**src/rtl/frame_sync_regfile_if.sv**
```systemverilog
// Bundles the UART-in, vblank, register-bank and response signals of frame_sync_regfile.
// Ports: i_rx_byte/i_rx_valid (byte strobe), i_vblank, o_regs (active bank),
//   o_frame_strobe, o_dirty, o_resp_byte/o_resp_valid/i_resp_ready, o_resp_overrun.
interface frame_sync_regfile_if #(
  parameter int NUM_REGS = 4
);
  logic [7:0]            i_rx_byte;
  logic                  i_rx_valid;
  logic                  i_vblank;
  logic [8*NUM_REGS-1:0] o_regs;
  logic                  o_frame_strobe;
  logic                  o_dirty;
  logic [7:0]            o_resp_byte;
  logic                  o_resp_valid;
  logic                  i_resp_ready;
  logic                  o_resp_overrun;

  // master drives bytes/vblank and consumes responses; slave is the register file
  modport master (
    output i_rx_byte, i_rx_valid, i_vblank, i_resp_ready,
    input  o_regs, o_frame_strobe, o_dirty, o_resp_byte, o_resp_valid, o_resp_overrun
  );
  modport slave (
    input  i_rx_byte, i_rx_valid, i_vblank, i_resp_ready,
    output o_regs, o_frame_strobe, o_dirty, o_resp_byte, o_resp_valid, o_resp_overrun
  );
endinterface

```
**src/rtl/frame_sync_regfile.sv**
```systemverilog
// Double-buffered control registers loaded from UART bytes, committed to the active bank on vblank rise.
// Latency: shadow write 1 clk after final byte; active/o_frame_strobe 1 clk after the vblank edge cycle.
// Backpressure: single-entry response buffer; a response arriving while it is full and not accepted is
//   dropped and sets the sticky o_resp_overrun. Ports: i_clk, i_rst (async high), bus (slave modport).
module frame_sync_regfile #(
  parameter int NUM_REGS       = 4,
  parameter int MODE           = 1,
  parameter int TIMEOUT_CYCLES = 25000
) (
  input  logic                 i_clk,
  input  logic                 i_rst,
  frame_sync_regfile_if.slave  bus
);
  localparam int         TW        = $clog2(TIMEOUT_CYCLES + 1);
  localparam logic [7:0] SYNC_BYTE = 8'h5A;
  localparam logic [7:0] ACK_BYTE  = 8'h06;
  localparam logic [7:0] NAK_BYTE  = 8'h15;
  localparam logic [8:0] NREG9     = 9'(NUM_REGS);

  typedef enum logic [1:0] {IDLE, GOT_SYNC, GOT_ADDR} state_t;

  state_t        state, state_nxt;
  logic [7:0]    addr, addr_nxt;
  logic [TW-1:0] timer, timer_nxt;

  logic [7:0] shadow [NUM_REGS];
  logic [7:0] active [NUM_REGS];

  logic       r_vblank, armed, dirty, strobe;
  logic       resp_vld, overrun;
  logic [7:0] resp_dat;

  logic       rx_ok, vb_edge, resp_acc;
  logic       wr_en, q_vld;
  logic [7:0] wr_addr, wr_dat, q_dat;

  // armed is low for the first clock after reset release so a byte there is dropped
  assign rx_ok    = bus.i_rx_valid & armed;
  assign vb_edge  = bus.i_vblank & ~r_vblank;
  assign resp_acc = resp_vld & bus.i_resp_ready;

  always_comb begin
    state_nxt = state;
    addr_nxt  = addr;
    timer_nxt = timer;
    wr_en     = 1'b0;
    wr_addr   = addr;
    wr_dat    = bus.i_rx_byte;
    q_vld     = 1'b0;
    q_dat     = NAK_BYTE;
    if (MODE == 0) begin
      state_nxt = IDLE;
      timer_nxt = '0;
      if (rx_ok) begin
        wr_en   = 1'b1;
        wr_addr = 8'h00;
      end
    end else begin
      case (state)
        IDLE: begin
          timer_nxt = '0;
          if (rx_ok && bus.i_rx_byte == SYNC_BYTE) state_nxt = GOT_SYNC;
        end
        GOT_SYNC, GOT_ADDR: begin
          if (rx_ok) begin
            timer_nxt = '0;
            if (state == GOT_SYNC) begin
              addr_nxt  = bus.i_rx_byte;
              state_nxt = GOT_ADDR;
            end else begin
              state_nxt = IDLE;
              q_vld     = 1'b1;
              // full 8-bit compare so e.g. 0x84 never aliases onto a low register
              if ({1'b0, addr} < NREG9) begin
                wr_en = 1'b1;
                q_dat = ACK_BYTE;
              end
            end
          end else if (timer == TW'(TIMEOUT_CYCLES - 1)) begin
            // this idle clock brings the count to TIMEOUT_CYCLES
            state_nxt = IDLE;
            timer_nxt = '0;
            q_vld     = 1'b1;
          end else begin
            timer_nxt = timer + 1'b1;
          end
        end
        default: state_nxt = IDLE;
      endcase
    end
  end

  always_ff @(posedge i_clk or posedge i_rst) begin
    if (i_rst) begin
      state <= IDLE;
      addr  <= 8'h00;
      timer <= '0;
    end else begin
      state <= state_nxt;
      addr  <= addr_nxt;
      timer <= timer_nxt;
    end
  end

  always_ff @(posedge i_clk or posedge i_rst) begin
    if (i_rst) begin
      for (int k = 0; k < NUM_REGS; k++) begin
        shadow[k] <= 8'h00;
        active[k] <= 8'h00;
      end
      r_vblank <= 1'b0;
      armed    <= 1'b0;
      dirty    <= 1'b0;
      strobe   <= 1'b0;
      resp_vld <= 1'b0;
      resp_dat <= 8'h00;
      overrun  <= 1'b0;
    end else begin
      armed    <= 1'b1;
      r_vblank <= bus.i_vblank;
      strobe   <= vb_edge;
      // active takes the pre-edge shadow; a same-cycle write lands in shadow only
      if (vb_edge) begin
        for (int k = 0; k < NUM_REGS; k++) active[k] <= shadow[k];
      end
      for (int k = 0; k < NUM_REGS; k++) begin
        if (wr_en && wr_addr == 8'(k)) shadow[k] <= wr_dat;
      end
      if (wr_en)        dirty <= 1'b1;
      else if (vb_edge) dirty <= 1'b0;
      if (q_vld) begin
        if (!resp_vld || resp_acc) begin
          resp_vld <= 1'b1;
          resp_dat <= q_dat;
        end else begin
          overrun <= 1'b1;
        end
      end else if (resp_acc) begin
        resp_vld <= 1'b0;
      end
    end
  end

  for (genvar g = 0; g < NUM_REGS; g++) begin : g_regs
    assign bus.o_regs[8*g +: 8] = active[g];
  end
  assign bus.o_frame_strobe = strobe;
  assign bus.o_dirty        = dirty;
  assign bus.o_resp_byte    = resp_dat;
  assign bus.o_resp_valid   = resp_vld;
  assign bus.o_resp_overrun = overrun;
endmodule

```
**src/flat_wrapper.sv**
```systemverilog
// flat-port wrapper written by rule: the top's interface ports become plain ports
module frame_sync_regfile_flat 
#(
  parameter int NUM_REGS       = 4,
  parameter int MODE           = 1,
  parameter int TIMEOUT_CYCLES = 25000
)
  (i_clk, i_rst, bus_i_rx_byte, bus_i_rx_valid, bus_i_vblank, bus_i_resp_ready, bus_o_regs, bus_o_frame_strobe, bus_o_dirty, bus_o_resp_byte, bus_o_resp_valid, bus_o_resp_overrun);
  frame_sync_regfile_if #(.NUM_REGS(NUM_REGS)) bus_i ();
  input  logic i_clk;
  input  logic i_rst;
  input wire logic [$bits(bus_i.i_rx_byte)-1:0] bus_i_rx_byte;
  input wire logic [$bits(bus_i.i_rx_valid)-1:0] bus_i_rx_valid;
  input wire logic [$bits(bus_i.i_vblank)-1:0] bus_i_vblank;
  input wire logic [$bits(bus_i.i_resp_ready)-1:0] bus_i_resp_ready;
  output wire logic [$bits(bus_i.o_regs)-1:0] bus_o_regs;
  output wire logic [$bits(bus_i.o_frame_strobe)-1:0] bus_o_frame_strobe;
  output wire logic [$bits(bus_i.o_dirty)-1:0] bus_o_dirty;
  output wire logic [$bits(bus_i.o_resp_byte)-1:0] bus_o_resp_byte;
  output wire logic [$bits(bus_i.o_resp_valid)-1:0] bus_o_resp_valid;
  output wire logic [$bits(bus_i.o_resp_overrun)-1:0] bus_o_resp_overrun;
  assign bus_i.i_rx_byte = bus_i_rx_byte;
  assign bus_i.i_rx_valid = bus_i_rx_valid;
  assign bus_i.i_vblank = bus_i_vblank;
  assign bus_i.i_resp_ready = bus_i_resp_ready;
  assign bus_o_regs = bus_i.o_regs;
  assign bus_o_frame_strobe = bus_i.o_frame_strobe;
  assign bus_o_dirty = bus_i.o_dirty;
  assign bus_o_resp_byte = bus_i.o_resp_byte;
  assign bus_o_resp_valid = bus_i.o_resp_valid;
  assign bus_o_resp_overrun = bus_i.o_resp_overrun;
  frame_sync_regfile #(.NUM_REGS(NUM_REGS), .MODE(MODE), .TIMEOUT_CYCLES(TIMEOUT_CYCLES)) u_core (.i_clk(i_clk), .i_rst(i_rst), .bus(bus_i));
endmodule
```
**config.mk**
```make
export PLATFORM = sky130hd
export DESIGN_NAME = frame_sync_regfile_flat
export DESIGN_NICKNAME = d
export VERILOG_FILES = /design/src/rtl/frame_sync_regfile_if.sv /design/src/rtl/frame_sync_regfile.sv /design/src/flat_wrapper.sv
export SDC_FILE = /design/constraint.sdc
export NUM_CORES = 1
export LEC_CHECK = 0
export ABC_CLOCK_PERIOD_IN_PS = 6100
export CORE_ASPECT_RATIO = 1.25
export CORE_MARGIN = 4
export CORE_UTILIZATION = 40
export CTS_CLUSTER_DIAMETER = 200
export DETAILED_ROUTE_END_ITERATION = 8
export PLACE_DENSITY = 0.64
export SETUP_SLACK_MARGIN = 0.2
export SYNTH_ARGS = -nofsm -noshare
export SYNTH_HDL_FRONTEND = slang
export SYNTH_SLANG_ARGS = --single-unit
export TNS_END_PERCENT = 50
```
**constraint.sdc**
```tcl
create_clock -name i_clk -period 6.1 [get_ports i_clk]
set_input_delay 1.22 -clock i_clk [delete_from_list [all_inputs] [get_ports i_clk]]
set_output_delay 1.22 -clock i_clk [all_outputs]
set_load 0.01 [all_outputs]
```
==> flow_summary_export.csv <==
group,metric,value,unit
grt,grt_antenna_before_repair,0,
floorplan,design.die.area,0.0119,mm²
drt,post_drt_via_cell_ratio,4.95,
synthesis,async_flop_share,100,%
floorplan,floorplan.die.width,98.3,µm
synthesis,largest_cells_by_area_after_synthesis,"sky130_fd_sc_hd__dfrtp_1 (60%), sky130_fd_sc_hd__mux2_2 (11%), sky130_fd_sc_hd__nand2_1 (9.8%)",
synthesis,yosysWarnings,0,
synthesis,post-synth-top-area-fraction,60.1,%
critical_path,worstSetupPathType,"input pin to flop",
timing,timing.final.crit_share,48.2,%
synthesis,synth-main-ff-cell,"sky130_fd_sc_hd__dfrtp_1",
timing,final_hold_viol_count,0,
drt,drt_antenna_net_count,0,
placed_design,io_buffers,52,
final_layout,final_common_cell,"sky130_fd_sc_hd__nand2_1",
timing,worst_slew_margin_rel,37.4,%
drt,detailroute.via_count,2712,
synthesis,synth-seq-area-share,60.1,%
clocking,cts-hold-fix-buffers,0,
synthesis,synth-seq-cells,98,
timing,grt_setup_unrepaired,"false",
critical_path,r2r_start,"u_core.state[0]$_DFFE_PP0P_",
timing,worst-slew-pin-transition,0.938,ns
synthesis,post_synthesis_cell_count,364,
critical_path,timing.critical_path.required,6.32,ns
placed_design,gp_congestion,0.795,
floorplan,die_height,121,µm
timing,fin_setup_tns,0,ns
grt,grt_start_max_net_pins,54,
placed_design,detailedPlacementHpwl,5.57,mm
grt,globalRoute.totalOverflow,0,
timing,worst_hold_slack,0.465,ns
timing,finalSetupViolCount,0,
final_layout,final_net_count,436,
floorplan,rows,40,
timing,clock-skew-final,0.00701,ns
min_path,hold_path.startpoint,"u_core.shadow[18]$_DFFE_PP0P_",
critical_path,timing.critical_path.fanout_max,8,
timing,layout_min_cycle_time,2.94,ns
clocking,cts_tree,"done",
floorplan,core_area,0.00981,mm²
clocking,clock_sink_count,98,
clocking,cts-root-buf,"sky130_fd_sc_hd__clkbuf_16",
pwr,power_density,362,mW/mm²
floorplan,floorplan.initialDensity,41.6,%
drt,detailedRoute.firstPassIterationCount,4,
job,max-cap-violations,0,
final_layout,multiInputGateArea,0.00153,mm²
final_layout,storage_cell_area,0.00245,mm²
synthesis,synth-edff-count,0,
min_path,timing.hold.worst.class,"flop to flop",
final_layout,layout_common_cells,"sky130_fd_sc_hd__nand2_1 (106), sky130_fd_sc_hd__dfrtp_1 (98), sky130_fd_sc_hd__clkdlybuf4s50_1 (52)",
timing,drv_slew,0,
run_status,run_status,"complete, no violations",
grt,grt_pass1_wl,13.6,mm
grt,grtUsageTotal,14.4,%
clocking,insertion_delay_of_the_later_clocked_pin_in_the_worst_skew_pair,0.34,ns
final_layout,fillerInstances,902,
floorplan,io-pin-count,57,
synthesis,ys_types,41,
clocking,path_clk_slew,0.07,ns
critical_path,timing.critical_path.to_type,"flop",
clocking,numCtsBuffers,9,
final_layout,synthToLayoutAreaGrowth,22.4,%
pwr,vdd_ir_drop_max,0.215,mV
final_layout,final_layout_size_suffix_gt1_share,15.4,%
drt,detail_route.drc_violations,0,
final_layout,antenna_cells,0,
placed_design,place_inst,532,
timing,achievable-frequency,0.340,GHz
critical_path,startpoint_kind_of_the_worst_setup_timing_path,"input pin",
clocking,clockBufferDepth,2,
pwr,total_power,1.81,mW
clocking,count_of_buffers_added_by_post_cts_timing_repair_for_setup,0,
synthesis,syn-cell-area,0.00408,mm²
drt,drt_iter0_markers,117,
pwr,power_leakage,2.39,nW
synthesis,synth_top_area_cell,"sky130_fd_sc_hd__dfrtp_1",
synthesis,average_instance_area_after_synthesis,11.2,µm²
drt,detail_route.wl_per_cell,14.7,µm
grt,vias_in_the_first_global_route,2727,
final_layout,post_layout_nonfiller_instances,548,
drt,postRouteWirelength,8.07,mm
final_layout,fin_util,50.9,%
clocking,cts-htree-levels,3,
clocking,cts.repair.resized,0,
critical_path,cp-startpoint,"bus_i_rx_valid",
critical_path,worst-endpoint-arrival,3.16,ns
worst paths after layout:
kind | endpoint | slack, ns | cells after the start
worst max-delay path | u_core.shadow[5]$_DFFE_PP0P_ | 3.16 | 5
worst min-delay path | u_core.bus.o_regs[10]$_DFFE_PP0P_ | 0.47 | 2
worst max register to register | u_core.shadow[5]$_DFFE_PP0P_ | 3.80 | 6
worst min register to register | u_core.bus.o_regs[10]$_DFFE_PP0P_ | 0.47 | 2
max in group asynchronous | u_core.bus.o_regs[29]$_DFFE_PP0P_ | 3.73 | 3
min in group asynchronous | u_core.bus.o_regs[0]$_DFFE_PP0P_ | 1.30 | 2
synthesized netlist by cell type, types with 3 or more instances:
| library cell | number |
|---|---|
| sky130_fd_sc_hd__o21ai_0 | 3 |
| sky130_fd_sc_hd__o21ai_1 | 3 |
| sky130_fd_sc_hd__ha_1 | 6 |
| sky130_fd_sc_hd__nor2_1 | 15 |
| sky130_fd_sc_hd__nor4_1 | 4 |
| sky130_fd_sc_hd__nand3_1 | 8 |
| sky130_fd_sc_hd__dfrtp_1 | 98 |
| sky130_fd_sc_hd__clkbuf_1 | 7 |
| sky130_fd_sc_hd__mux2_2 | 41 |
| sky130_fd_sc_hd__nand2_1 | 106 |
| sky130_fd_sc_hd__nor3_1 | 5 |
| sky130_fd_sc_hd__buf_4 | 5 |
| sky130_fd_sc_hd__or2_2 | 3 |
| sky130_fd_sc_hd__a21oi_1 | 3 |
| sky130_fd_sc_hd__inv_1 | 8 |
| sky130_fd_sc_hd__nand4b_1 | 4 |
| sky130_fd_sc_hd__xnor2_1 | 9 |
state kept, by name, indices dropped and copies added, names as in the netlist:
signal,count
u_core.bus.o_regs,32
u_core.shadow,32
u_core.timer,15
u_core.addr,8
u_core.bus.o_resp_byte,3
u_core.state,2
u_core.armed,1
u_core.bus.o_dirty,1
u_core.bus.o_frame_strobe,1
u_core.bus.o_resp_overrun,1
u_core.bus.o_resp_valid,1
u_core.r_vblank,1
area by class of cell:
| cell class | instances | share of cell area (%) |
|---|---|---|
| Tap cell | 126 | 3.16 |
| Clock buffer | 13 | 5.22 |
| Clock inverter | 3 | 0.451 |
| Timing Repair Buffer | 54 | 10.7 |
| Multi-Input combinational cell | 246 | 30.6 |
| Inverter | 8 | 0.652 |
| Sequential cell | 98 | 49.1 |
kinds of logic after synthesis:
kind of cell	share of synthesized area [%]
and+or+nand+nor	17.7
DFF	60.1
muxes	11.6
AOI/OAI and AO/OA	3.99
buffers and inverters	2.64
xor gates and xnor gates	1.93
adders and majority gates	1.84
other	0.184
through the flow:
step | instance area [µm²] | setup WS [ns]
after detailed placement | 4710 | 2.82
after CTS | 4990 | 3.18
after global routing | 4990 | 3.09
final | 4990 | 3.16
after global placement | 4710 | 2.88
after floorplan | 4090 | 2.32
worst max-delay path, cell delays in order:
cell                              delay [ns]
sky130_fd_sc_hd__clkdlybuf4s50_1        0.56
sky130_fd_sc_hd__and4b_1                0.27
sky130_fd_sc_hd__and3_1                 0.31
sky130_fd_sc_hd__and3_1                 0.42
sky130_fd_sc_hd__mux2_2                 0.38
metal layers:
layer	vias to the layer above	global-route usage, %	routed length (µm)
met5	-	0	0
met2	56	23.4	3970
met3	11	4.03	372
li1	1316	-	-
met4	0	4.87	120
met1	1329	18.6	3610
report_power, final:
part / switching, mW / internal (mW) / leakage, nW / total [mW]
Combinational: 0.183 / 0.223 / 0.929 / 0.406
Clock: 0.233 / 0.301 / 0.140 / 0.534
Sequential: 0.0829 / 0.784 / 1.32 / 0.867
(Power assumes the default switching activity.)
